File: config.mk
export PLATFORM = sky130hd
export DESIGN_NAME = timer_launcher_flat
export DESIGN_NICKNAME = d
export VERILOG_FILES = /design/src/rtl/timer_launcher_if.sv /design/src/rtl/timer_launcher.sv /design/src/flat_wrapper.sv
export SDC_FILE = /design/constraint.sdc
export NUM_CORES = 1
export LEC_CHECK = 0
export CAP_MARGIN = 20
export CORE_MARGIN = 1
export CORE_UTILIZATION = 41
export DETAILED_ROUTE_END_ITERATION = 10
export HOLD_SLACK_MARGIN = 0.05
export PLACE_DENSITY = 0.59
export SETUP_SLACK_MARGIN = 0.4
export SYNTH_ARGS = -nofsm -noshare
export SYNTH_HDL_FRONTEND = slang
export SYNTH_SLANG_ARGS = --single-unit
File: constraint.sdc
create_clock -name clk -period 2.35 [get_ports clk]
set_input_delay 0.47 -clock clk [delete_from_list [all_inputs] [get_ports clk]]
set_output_delay 0.47 -clock clk [all_outputs]
set_load 0.03 [all_outputs]
File: src/rtl/timer_launcher_if.sv
// Request/response and timer-side signals of the timer launcher.
// slave is the launcher's view, master is the requester/timer view.
interface timer_launcher_if;
  logic       req_valid;
  logic [3:0] req_delay;
  logic       req_ready;
  logic       ser_out;
  logic       tmr_counting;
  logic       tmr_done;
  logic       ack;
  logic       rsp_valid;
  logic       rsp_err;
  logic [3:0] rsp_delay;

  modport slave (
    input  req_valid, req_delay, tmr_counting, tmr_done,
    output req_ready, ser_out, ack, rsp_valid, rsp_err, rsp_delay
  );

  modport master (
    output req_valid, req_delay, tmr_counting, tmr_done,
    input  req_ready, ser_out, ack, rsp_valid, rsp_err, rsp_delay
  );
endinterface

File: src/rtl/timer_launcher.sv
// Serialises 1101+delay onto the timer line after GAP idle cycles, supervises the run, acks done.
// One request in flight: req_ready is low from accept until the cycle after the response pulse.
module timer_launcher #(
  parameter int GAP      = 2,
  parameter int START_TO = 4
) (
  input logic              clk,
  input logic              reset,
  timer_launcher_if.slave  bus
);

  typedef enum logic [2:0] {
    S_IDLE, S_GAP, S_SEND, S_WAIT_CNT, S_WAIT_DONE, S_ACK, S_RSP
  } state_t;

  localparam logic [7:0] GAP_LAST = 8'(GAP - 1);
  localparam logic [7:0] TO_LAST  = 8'(START_TO - 1);

  state_t     state;
  logic [7:0] cnt;       // gap length, then start timeout
  logic [2:0] bit_cnt;
  logic [7:0] sreg;

  always_ff @(posedge clk or negedge reset) begin
    if (!reset) begin
      state         <= S_IDLE;
      cnt           <= '0;
      bit_cnt       <= '0;
      sreg          <= '0;
      bus.req_ready <= 1'b1;
      bus.ser_out   <= 1'b0;
      bus.ack       <= 1'b0;
      bus.rsp_valid <= 1'b0;
      bus.rsp_err   <= 1'b0;
      bus.rsp_delay <= '0;
    end else begin
      unique case (state)
        S_IDLE: begin
          if (bus.req_valid && bus.req_ready) begin
            sreg          <= {4'b1101, bus.req_delay};
            bus.rsp_delay <= bus.req_delay;
            bus.rsp_err   <= 1'b0;
            bus.req_ready <= 1'b0;
            cnt           <= '0;
            state         <= S_GAP;
          end
        end
        S_GAP: begin
          if (cnt == GAP_LAST) begin
            cnt         <= '0;
            bit_cnt     <= '0;
            bus.ser_out <= sreg[7];
            sreg        <= {sreg[6:0], 1'b0};
            state       <= S_SEND;
          end else begin
            cnt <= cnt + 8'd1;
          end
        end
        S_SEND: begin
          if (bit_cnt == 3'd7) begin
            bus.ser_out <= 1'b0;
            cnt         <= '0;
            state       <= S_WAIT_CNT;
          end else begin
            bus.ser_out <= sreg[7];
            sreg        <= {sreg[6:0], 1'b0};
            bit_cnt     <= bit_cnt + 3'd1;
          end
        end
        S_WAIT_CNT: begin
          // A run short enough to finish before counting is noticed still gets acked.
          if (bus.tmr_done) begin
            bus.ack <= 1'b1;
            state   <= S_ACK;
          end else if (bus.tmr_counting) begin
            state <= S_WAIT_DONE;
          end else if (cnt == TO_LAST) begin
            cnt           <= '0;
            bus.rsp_valid <= 1'b1;
            bus.rsp_err   <= 1'b1;
            state         <= S_RSP;
          end else begin
            cnt <= cnt + 8'd1;
          end
        end
        S_WAIT_DONE: begin
          if (bus.tmr_done) begin
            bus.ack <= 1'b1;
            state   <= S_ACK;
          end
        end
        S_ACK: begin
          bus.ack       <= 1'b0;
          bus.rsp_valid <= 1'b1;
          state         <= S_RSP;
        end
        S_RSP: begin
          bus.rsp_valid <= 1'b0;
          bus.req_ready <= 1'b1;
          state         <= S_IDLE;
        end
        default: begin
          bus.ser_out   <= 1'b0;
          bus.ack       <= 1'b0;
          bus.rsp_valid <= 1'b0;
          bus.req_ready <= 1'b1;
          state         <= S_IDLE;
        end
      endcase
    end
  end

endmodule

File: src/flat_wrapper.sv
// flat-port wrapper written by rule: the top's interface ports become plain ports
module timer_launcher_flat 
#(
  parameter int GAP      = 2,
  parameter int START_TO = 4
)
  (clk, reset, bus_req_valid, bus_req_delay, bus_tmr_counting, bus_tmr_done, bus_req_ready, bus_ser_out, bus_ack, bus_rsp_valid, bus_rsp_err, bus_rsp_delay);
  timer_launcher_if bus_i ();
  input logic clk;
  input logic reset;
  input wire logic [$bits(bus_i.req_valid)-1:0] bus_req_valid;
  input wire logic [$bits(bus_i.req_delay)-1:0] bus_req_delay;
  input wire logic [$bits(bus_i.tmr_counting)-1:0] bus_tmr_counting;
  input wire logic [$bits(bus_i.tmr_done)-1:0] bus_tmr_done;
  output wire logic [$bits(bus_i.req_ready)-1:0] bus_req_ready;
  output wire logic [$bits(bus_i.ser_out)-1:0] bus_ser_out;
  output wire logic [$bits(bus_i.ack)-1:0] bus_ack;
  output wire logic [$bits(bus_i.rsp_valid)-1:0] bus_rsp_valid;
  output wire logic [$bits(bus_i.rsp_err)-1:0] bus_rsp_err;
  output wire logic [$bits(bus_i.rsp_delay)-1:0] bus_rsp_delay;
  assign bus_i.req_valid = bus_req_valid;
  assign bus_i.req_delay = bus_req_delay;
  assign bus_i.tmr_counting = bus_tmr_counting;
  assign bus_i.tmr_done = bus_tmr_done;
  assign bus_req_ready = bus_i.req_ready;
  assign bus_ser_out = bus_i.ser_out;
  assign bus_ack = bus_i.ack;
  assign bus_rsp_valid = bus_i.rsp_valid;
  assign bus_rsp_err = bus_i.rsp_err;
  assign bus_rsp_delay = bus_i.rsp_delay;
  timer_launcher #(.GAP(GAP), .START_TO(START_TO)) u_core (.clk(clk), .reset(reset), .bus(bus_i));
endmodule
# Word level (Yosys, flattened, before mapping)
# Index checks and enable logic that the tools add are counted.
# Widths: inputs -> output; s select.
[totals]
ff_bits = 31
input_bits = 9
output_inout_bits = 9
wordCells = 90
[classes]
addsub = 2
n_eq_ne = 19
n_mux = 34
n_bitwise = 4
reduce_logical = 21
[op_table]
columns = ["operator", "count"]
rows = [
  ["$mux 8", 9],
  ["$pmux 8 s4", 1],
  ["$mux 3", 9],
  ["$pmux 8 s3", 1],
  ["$pmux 3 s6", 1],
  ["$reduce_and 5->1", 3],
  ["$eq 3x3->1 const B", 4],
  ["$ne 2x1->1 const B", 5],
  ["$reduce_or 5->1", 2],
  ["$add 8x1->8 const B", 1],
  ["$eq 8x1->1 const B", 1],
  ["$eq 8x2->1 const B", 1],
  ["$ne 2x2->1 const B", 4],
  ["$reduce_and 2->1", 4],
  ["$reduce_and 4->1", 2],
  ["$reduce_or 4->1", 2],
  ["$mux 1", 7],
  ["$eq 3x2->1 const B", 2],
  ["$pmux 1 s2", 3],
  ["$pmux 1 s3", 2],
  ["$pmux 3 s2", 1],
  ["$ne 4x3->1 const B", 1],
  ["$not 1->1", 4],
  ["$reduce_bool 2->1", 2],
  ["8 further kinds", 8],
]

# Longest topological paths before layout
[logic_depth]
ltp_word = 5
ltp_mapped = 8

# Least setup slack after synthesis
# Ideal clock, no wire load.
[synth_timing]
kind = "reg2reg"
start = "register u_core.cnt[5]"
end = "register u_core.sreg[4]"
setup_time_ps = 145
arrival_time_ps = 1920
t_required_ps = 2205
path_slack_ps = 284
path_stages_with_launch = 6
path_buffers = 1
synth_period_minus_slack_ps = 2066
cell_sequence = "dfrtp_1 or4_4 or4_4 a21oi_4 buf_6 a31oi_1"
[synth_between]
elab_chain_cells = 3
[synth_rtl]
columns = ["item", "line_no", "text"]
rows = [
  ["start, declared", "timer_launcher.sv:20", "logic [7:0] cnt;"],
  ["start signal, assigned", "timer_launcher.sv:56", "cnt <= cnt + 8'd1;"],
  ["start signal, assigned", "timer_launcher.sv:83", "cnt <= cnt + 8'd1;"],
  ["$eq 8x1->1", "timer_launcher.sv:49", "if (cnt == GAP_LAST) begin"],
  ["$ne 2x1->1 (no line)", "n/a", ""],
  ["$reduce_and 4->1 (no line)", "n/a", ""],
  ["end signal, assigned", "timer_launcher.sv:40", "sreg <= {4'b1101, bus.req_delay};"],
  ["end signal, assigned", "timer_launcher.sv:53", "sreg <= {sreg[6:0], 1'b0};"],
  ["end signal, assigned", "timer_launcher.sv:66", "sreg <= {sreg[6:0], 1'b0};"],
  ["end, declared", "timer_launcher.sv:22", "logic [7:0] sreg;"],
]
# Every way passes these cells.
# A chain may end at the register's enable or synchronous reset.

# Final worst setup path
[layout_timing]
start = "register u_core.cnt[4]"
end = "register u_core.sreg[7]"
# Same word-level chain as after synthesis.

==> metrics <==
outcome completed; RSZ-0062 raised after global routing true; Setup TNS 0 ns; Min Hold Slack around 0.49 ns; IO Count 18; #FFs+latches synth 31; TritonCTS buffer count 5; Crit Path Category reg2reg; simple-gate portion of the synthesized area 18.4%; clock transition at the registers of the reported paths around 0.07 ns; layout cell share with drive strength beyond 1 24.8%; register area share after synthesis 47.0%; GPL Wtd Cong 0.878; crit path launch u_core.cnt[4]; grt ovf 0; vias roughly 1500; Initial Utilization 43.9%; crit end category register; Routed WL approximately 4 mm; PwrDens between 1000 and 1500 mW/mm^2; Critical Path Fanout Max 5; DIE AREA about 0.0043 mm^2; endpoints failing setup 0; Die Width roughly 66 um; Tcrit/Tclk final between 80% and 90%; final net count roughly 220; 1st-iter DRT viols 72; top_reg_cell synth dfrtp_1; Yosys top cell area share 45.4%; Synth-to-Final Area Change 30.8%; n_diodes 0; core footprint between 0.003 and 0.004 mm^2; CP startpoint kind register; Pleak around 0.92 nW; Area contributors post-synth dfrtp_1 45%, o21ai_0 5.7%, nand2_1 4.1%, nor2_1 4.1%, ha_1 3.0%; RR Startpoint u_core.cnt[4]; row count 22; Async SR Flop Fraction 100%; clk_lat worst skew approximately 0.29 ns; first-pass GRT wire length ~6.4 mm; Post-Syn Area per Cell around 9.3 um^2; Post-Synth Adder-Cell Area under 10%; main combinational cell family by area after synthesis compound AO/OA/AOI/OAI gates; Syn Nets 190; Tmin final between 2 and 2.5 ns; commonest non-fill, non-tap cells in the layout 30 x dfrtp_1, 18 x nand2_1, 16 x clkdlybuf4s50_1; drc violations 0; Least-Margin Pin Slew 0.469 ns; Total Routing Usage GR around 20%; Setup Skew 0.00703 ns; Synth cell types 39; Worst slew margin approximately 69%; CP Cell Sequence or4_4 -> or4_4 -> a21oi_4 -> buf_6 -> nor2_2 -> a31oi_1; initial antenna violation count 0; mux cell area share after synthesis under 10%; port bufs 17; WL per Instance approximately 15 um; Hold Crit Class reg2reg; Final Core Density a little under three fifths; clock buffer depth 2; CTS tree done; placed insts between 200 and 250; cts hold-fix bufs 0; vias in the first global route between 1000 and 1500; Post-Synth XOR/XNOR Area 0%; hold_sp u_core.bus.rsp_delay[0]; Mapped Cells roughly 180; total clock sinks 31; data required time of the critical path ~2.6 ns; CP Data Arrival Time roughly 2.2 ns; Die Y around 66 um; largest vdd supply drop between 0.0007 and 0.0008 V; commonest non-fill, non-tap cell in the layout dfrtp_1; DPL Wire Length 2.54 mm; Crit path top cell by count or4_4; Final Slew Violations 0; fmax just under 0.5 GHz; Yosys top cell by area dfrtp_1; largest net degree at the start of global routing 32; Max Cap Viol 0; Crit-path slowest cell or4_4; Netlist Area Pre-Place between 0.0015 and 0.002 mm^2; DR pass1 iterations 4; Ys Warns 0; antenna viol nets, final 0; clock root buffer clkbuf_8; max incr delay on CP between 0.5 and 0.6 ns; final non-filler cell total ~260; Post-synth EDFFs 0; Synth Area in Compound Gates a little under a quarter; Via density between 5 and 6; Final Hold Viols 0; H-tree levels 2
## state kept, by name, summed over array words and instances, names as in the netlist
register,cells
u_core.bus.ser_out,1
u_core.bus.rsp_delay,4
u_core.state,3
u_core.bus.ack,1
u_core.bus.rsp_valid,1
u_core.cnt,8
u_core.sreg,8
u_core.bit_cnt,3
u_core.bus.req_ready,1
u_core.bus.rsp_err,1
## kinds of logic after synthesis
| kind of cell | after synthesis |
|---|---|
| and+or+nand+nor | 62 |
| AOI/OAI and AO/OA | 57 |
| DFF | 31 |
| buffers and inverters | 16 |
| muxes | 7 |
| adders and majority gates | 4 |
## stage by stage
step / cell area [um^2] / setup WS [ns] / total power, mW
6_report: 2160 / 0.321 / 3.10
5_1_grt: 2160 / 0.255 / 3.32
2_1_floorplan: 1650 / 0.402 / 1.93
4_1_cts: 2100 / 0.298 / 2.97
3_5_place_dp: 1900 / 0.154 / 2.36
3_3_place_gp: 1900 / 0.172 / 2.33
## worst max-delay path: cells and delay by family (launching register included)
family | cells | cell delay (ns)
AOI/OAI and AO/OA | 2 | 0.34
buffers and inverters | 1 | 0.14
and+or+nand+nor | 3 | 1.08
DFF | 1 | 0.39
## what timing repair did
item                                    in CTS  in global routing
setup buffers                                6                  2
gates cloned                                 0                  1
resized for setup                           12                 18
pin swaps                                    3                  8
endpoints found under the setup margin      19                 22
## cell usage after synthesis, types with 2 or more instances
cell / n
or2_2: 2
clkbuf_1: 7
a31oi_1: 7
nor2b_1: 5
a22o_1: 2
a21oi_2: 2
or4_4: 2
nor3_1: 3
nand2b_1: 6
o21ai_0: 19
inv_1: 7
ha_1: 4
dfrtp_1: 30
mux2_2: 3
a21oi_1: 9
nand2_1: 18
nor2_1: 18
o211ai_1: 2
mux2i_1: 4
o31ai_1: 5
nand3_1: 4
## area by class of cell
class / count / area (um^2)
clock buffers: 7 / 86.3
inverters: 7 / 26.3
multi-input cells: 131 / 908
clock inverters: 1 / 5.00
flip-flops and latches: 31 / 777
fillers: 332 / 1610
well taps: 48 / 60.1
repair buffers: 33 / 300
## layer usage
layer | GRT usage [%] | share of wire (%) | vias up
li1 | - | - | 707
met1 | 26.7 | 48 | 719
met2 | 30.5 | 46 | 31
met3 | 5.38 | 4.5 | 6
met4 | 8.15 | 1.5 | 0
met5 | 0 | 0 | -
## report_power, final
group | switching (mW) | internal [mW] | total (mW) | leakage (nW)
registers | 0.200 | 0.744 | 0.945 | 0.380
logic | 0.935 | 0.783 | 1.72 | 0.488
clock network | 0.201 | 0.236 | 0.437 | 0.0482
## worst paths after layout
path                            slack, ns                 endpoint  cells after the start
worst max-delay path                 0.32           u_core.sreg[7]                      6
worst min-delay path                 0.49  u_core.bus.rsp_delay[0]                      2
worst max register to register       0.32           u_core.sreg[7]                      6
worst min register to register       0.49  u_core.bus.rsp_delay[0]                      2
max in group asynchronous            1.45     u_core.bus.req_ready                      2
min in group asynchronous            0.58       u_core.bus.ser_out                      2
No activity file was read; power rests on OpenSTA's default activity.
